**config.mk**
```make
export PLATFORM = sky130hd
export DESIGN_NAME = series_accumulator
export DESIGN_NICKNAME = d
export VERILOG_FILES = /design/src/rtl/series_accumulator.sv
export SDC_FILE = /design/constraint.sdc
export NUM_CORES = 1
export LEC_CHECK = 0
export CORE_MARGIN = 5
export CORE_UTILIZATION = 30
export CTS_CLUSTER_DIAMETER = 40
export CTS_CLUSTER_SIZE = 14
export DETAILED_ROUTE_END_ITERATION = 10
export PLACE_DENSITY = 0.53
export SLEW_MARGIN = 0
export SYNTH_ARGS = -nofsm -noshare
export SYNTH_HDL_FRONTEND = slang
export SYNTH_SLANG_ARGS = --single-unit
export TNS_END_PERCENT = 30
```
**constraint.sdc**
```tcl
create_clock -name clk -period 6 [get_ports clk]
set_input_delay 1.2 -clock clk [delete_from_list [all_inputs] [get_ports clk]]
set_output_delay 1.2 -clock clk [all_outputs]
set_load 0.03 [all_outputs]
```
**src/rtl/series_accumulator.sv**
```systemverilog
// series_accumulator: evaluates one of four series over k = 1..n one term per clock, then converts the result to BCD/7-seg.
module series_accumulator #(
  parameter int N_W      = 8,
  parameter int ACC_W    = 20,
  parameter int DIGITS   = 7,
  parameter int BLANK_LZ = 1
) (
  input  logic                  clk,
  input  logic                  rst,
  input  logic                  start,
  input  logic [1:0]            mode,
  input  logic [N_W-1:0]        n_in,
  output logic                  busy,
  output logic                  done,
  output logic                  overflow,
  output logic [ACC_W-1:0]      result,
  output logic [4*DIGITS-1:0]   bcd,
  output logic [7*DIGITS-1:0]   seg
);
  localparam int W    = ACC_W + 2*N_W;
  localparam int SH_W = 4*DIGITS + ACC_W;
  localparam int CW   = $clog2(ACC_W + 1);
  typedef enum logic [1:0] {IDLE, CALC, CONV, DONE} state_t;
  state_t           st;
  logic [N_W-1:0]   n_r, k;
  logic [1:0]       m_r;
  logic [ACC_W-1:0] acc;
  logic             ovf_int, ovf, seen;
  logic [SH_W-1:0]  sh, adj, shl;
  logic [CW-1:0]    cnt;
  logic [W-1:0]     acc_w, k_w, nxt;
  function automatic logic [6:0] dec(input logic [3:0] d);
    case (d)
      4'd0:    dec = 7'b0000001;
      4'd1:    dec = 7'b1001111;
      4'd2:    dec = 7'b0010010;
      4'd3:    dec = 7'b0000110;
      4'd4:    dec = 7'b1001100;
      4'd5:    dec = 7'b0100100;
      4'd6:    dec = 7'b0100000;
      4'd7:    dec = 7'b0001111;
      4'd8:    dec = 7'b0000000;
      4'd9:    dec = 7'b0000100;
      default: dec = 7'b1111111;
    endcase
  endfunction
  // Wide intermediate so the overflowing term is detected rather than wrapped.
  always_comb begin
    acc_w = W'(acc);
    k_w   = W'(k);
    nxt   = m_r == 2'd0 ? acc_w + k_w :
            m_r == 2'd1 ? acc_w + k_w * k_w :
            m_r == 2'd2 ? acc_w + (k_w << 1) - W'(1) :
                          acc_w * k_w;
    ovf   = |nxt[W-1:ACC_W];
  end
  always_comb begin
    adj = sh;
    for (int i = 0; i < DIGITS; i++)
      if (sh[ACC_W+4*i +: 4] >= 4'd5) adj[ACC_W+4*i +: 4] = sh[ACC_W+4*i +: 4] + 4'd3;
    shl = {adj[SH_W-2:0], 1'b0};
  end
  always_ff @(posedge clk or posedge rst) begin
    if (rst) begin
      st       <= IDLE;
      n_r      <= '0;
      m_r      <= '0;
      acc      <= '0;
      k        <= '0;
      ovf_int  <= 1'b0;
      sh       <= '0;
      cnt      <= '0;
      result   <= '0;
      bcd      <= '0;
      overflow <= 1'b0;
    end else begin
      case (st)
        IDLE: if (start) begin
          n_r     <= n_in;
          m_r     <= mode;
          acc     <= ACC_W'(mode == 2'd3);
          k       <= N_W'(1);
          cnt     <= '0;
          ovf_int <= 1'b0;
          sh      <= SH_W'(mode == 2'd3);
          st      <= n_in != '0 ? CALC : CONV;
        end
        // The shifter is preloaded every term so CONV can start on the very next edge.
        CALC: begin
          acc     <= nxt[ACC_W-1:0];
          ovf_int <= ovf;
          sh      <= SH_W'(ovf ? {ACC_W{1'b1}} : nxt[ACC_W-1:0]);
          k       <= k + N_W'(1);
          if (ovf || k == n_r) st <= CONV;
        end
        CONV: begin
          sh  <= shl;
          cnt <= cnt + CW'(1);
          if (cnt == CW'(ACC_W - 1)) begin
            st       <= DONE;
            result   <= ovf_int ? {ACC_W{1'b1}} : acc;
            bcd      <= shl[SH_W-1:ACC_W];
            overflow <= ovf_int;
          end
        end
        default: st <= IDLE;
      endcase
    end
  end
  assign busy = st == CALC || st == CONV;
  assign done = st == DONE;
  // Scan from the top digit so everything above the first nonzero digit blanks.
  always_comb begin
    seen = 1'b0;
    seg  = '1;
    for (int i = DIGITS - 1; i >= 0; i--) begin
      seen = seen | (|bcd[4*i +: 4]) | (i == 0) | (BLANK_LZ == 0);
      seg[7*i +: 7] = overflow ? 7'b1111110 : seen ? dec(bcd[4*i +: 4]) : 7'b1111111;
    end
  end
endmodule

```
==> flow_summary_export.csv <==
group,metric,value,unit
setup_path,crit_family,"adder cells",
clock_network,cts_buffers,17,
setup_path,path_buf_inv,4,
drt,drtIter0Drc,899,
finish,area_growth,20.7,%
drt,wl_per_cell,17.7,um
setup_path,path_cells,"buf_4, ha_1, fa_1, fa_1, ha_1, inv_1, fa_1, inv_1, ha_1, a211oi_2, o211ai_2, nand4_1, a21oi_2, or4_4, a211oi_2, a41oi_2, buf_12, o31ai_2, mux2_1",
setup_path,cp_max_fo,10,
global_routing,antenna_found_initial,0,
die,die_h,252,um
sta,min_period,5820,ps
power,max-vdd-ir-drop,0.205,mV
global_routing,overflow,0,
yosys,syn_avg_cell_area,8.40,um^2
yosys,syn-cell-area,17600,um^2
drt,drcViolationCount,0,
finish,layout.cells.non_filler,3058,
setup_path,endpoint_kind,"register",
power,clockPowerShare,0.522,
sta,setup_ws,184,ps
sta,slew_violations,0,
yosys,synth_ff_type,"dfrtp_1",
drt,ant_nets,0,
finish,final_core_util,0.367,
sta,fmax,0.172,GHz
sta,hold_viol,0,
sta,fin_hold_ws,484,ps
yosys,synth-warning-count,0,
die,initial_utilization,0.304,
power,p_int,1.63,mW
die,chipWidth,252,um
hold_path,holdCritPathClass,"register to register",
power,leakage,9.87,nW
sta,fin_skew,11.8,ps
clock_network,clk_path_buf_depth,2,
global_routing,grt_pass1_vias,15600,
finish,final_nets,2642,
clock_network,cts_tree,"yes",
die,die_area,63800,um^2
yosys,synth-edff-count,0,
yosys,seq_area_frac_synth,0.203,
power,comb_power_share,0.015,
drt,drt_first_pass_iters,5,
setup_path,cp-start-kind,"register",
setup_path,cp_data_arrival_time,6130,ps
flow_run,maxCapViolCount,0,
sta,rsz0062_at_grt,"yes",
sta,setup_viol,0,
clock_network,clk_pin_slew,70,ps
setup_path,critPathMaxStageDelay,530,ps
drt,drt_wl_total,54100,um
drt,vias_per_cell,5.02,
placement,hpwl,43600,um
sta,worstMarginPinSlew,1020,ps
placement,placed_area,20400,um^2
setup_path,crit_type,"register to register",
placement,place_congestion,0.909,
sta,relSlewSlack,0.321,
setup_path,slowest_stage,"fa_1",
die,io_pins,113,
power,total_power,2.08,mW
finish,n_fill_cell,5859,
clock_network,cts_sinks,143,
power,switching_share,0.218,
yosys,ys_types,78,
clock_network,clk_latency,440,ps
global_routing,grt_max_degree,84,
global_routing,grt_pass1_wl,86900,um
power,power_density,97.7,nW/um^2
power,p_seq_frac,0.464,
power,switchingPower,455,uW
placement,pre_cts_slack,-98.0,ps
clock_network,htree_levels,4,
finish,diodes,0,
clock_network,cts-root-buf,"clkbuf_16",
yosys,post-synth-top-count-cell,"inv_1",
setup_path,rrSetupSlack,180,ps
placement,dp.cells,3017,
yosys,ys_ff_latch,143,
global_routing,grt_usage,0.169,
yosys,yosys.area.top_type,"dfrtp_1",
die,coreArea,58000,um^2
sta,fin_crit_sh,0.969,
run_status,outcome,"finished clean",
die,rows,88,
sta,fin_setup_tns,0,ps
drt,route.vias.total,15300,
clock_network,cts_hold_buf,0,
setup_path,required,6320,ps
yosys,postSynthCellCount,2101,
yosys,synth_nets,2463,
yosys,yosysTopAreaCellShare,0.203,
finish,postLayoutCellArea,21300,um^2
finish,final_layout_size_suffix_gt1_frac,0.124,
placement,numPortBuffers,112,
yosys,synth_area_leaders,"dfrtp_1 20%, fa_1 17%, ha_1 14%, inv_1 5.7%, nor2_1 4.8%",
yosys,synthArstFlopShare,1.00,
yosys,synth_common_cells,"267 x inv_1, 227 x nor2_1, 199 x ha_1",
-- repair_timing --
| action | in CTS | in global routing |
|---|---|---|
| buffers inserted | 3 | 5 |
| pin swaps | 0 | 21 |
| hold endpoints to repair | 0 | 0 |
| endpoints found under the setup margin | 4 | 24 |
| cloned | 0 | 1 |
| resized for setup | 1 | 65 |
-- sequential cells by signal (all words and copies together) (netlist names) --
name,flops
sh,48
result,20
acc,20
overflow,1
m_r,2
ovf_int,1
st,2
bcd,28
k,8
n_r,8
cnt,5
-- placed cells by master (no fill, tap or decap), drive strengths merged, types with 13 or more instances in the layout --
cell	n
fa	150
nand4	13
buf	143
clkbuf	22
a31oi	29
nand3	30
and2	17
nor3	22
a211oi	18
clkdlybuf4s50	112
nand2	198
o211ai	21
inv	272
nor2	227
mux2i	17
mux2	29
o31ai	16
nor2b	14
a21oi	129
o21ai	166
xnor2	61
ha	199
nand2b	27
xor2	26
nor3b	15
dfrtp	143
a21o	17
-- worst paths after layout --
path	start	end	cells past startpoint
max in group asynchronous	rst	k[4]$_DFFE_PP0P_	3
worst max register to register	k[2]$_DFFE_PP0P_	st[1]$_DFFE_PP0P_	19
worst min-delay path	result[11]$_DFFE_PP0P_	result[11]$_DFFE_PP0P_	2
min in group asynchronous	rst	result[14]$_DFFE_PP0P_	2
worst min register to register	result[11]$_DFFE_PP0P_	result[11]$_DFFE_PP0P_	2
worst max-delay path	k[2]$_DFFE_PP0P_	st[1]$_DFFE_PP0P_	19
-- metal layers --
layer	routed length, um	part of all wire	track usage
met5	0	0	0
met1	24700	0.46	0.233
met4	1050	0.019	0.0428
met2	25800	0.48	0.282
met3	2580	0.048	0.0213
-- power by group through the flow --
stage          clock network (mW)  registers, mW  logic [mW]
2_1_floorplan                   0          0.982      0.0145
3_3_place_gp                    0          0.982      0.0320
3_5_place_dp                    0          0.982      0.0326
4_1_cts                      1.11          0.964      0.0325
5_1_grt                      1.15          0.964      0.0361
6_report                     1.09          0.964      0.0305
-- tightest hold or removal path, stage by stage, from the launching register on --
cell     delay (ps)
dfrtp_1         340
nand2_1          40
o21ai_0          60
-- area by class of cell --
cell class / count / area [um^2] / share of cell area
clock buffer: 22 / 484 / 0.0227
clock inverter: 10 / 110 / 0.00517
inverter: 280 / 1070 / 0.0505
multi-input combinational: 1583 / 12800 / 0.602
sequential: 143 / 3580 / 0.168
tap: 765 / 957 / 0.0449
timing repair buffer: 255 / 2270 / 0.107
-- cell families after synthesis --
family | count (synthesis) | synth area share
AND/OR/NAND/NOR | 603 | 0.152
AO/OA/AOI/OAI | 492 | 0.174
buffers and inverters | 375 | 0.0805
adder cells (fa/ha/maj) | 349 | 0.311
flip-flops | 143 | 0.203
XOR/XNOR | 87 | 0.0432
multiplexers | 52 | 0.0358
No activity file was read; power rests on OpenSTA's default activity.
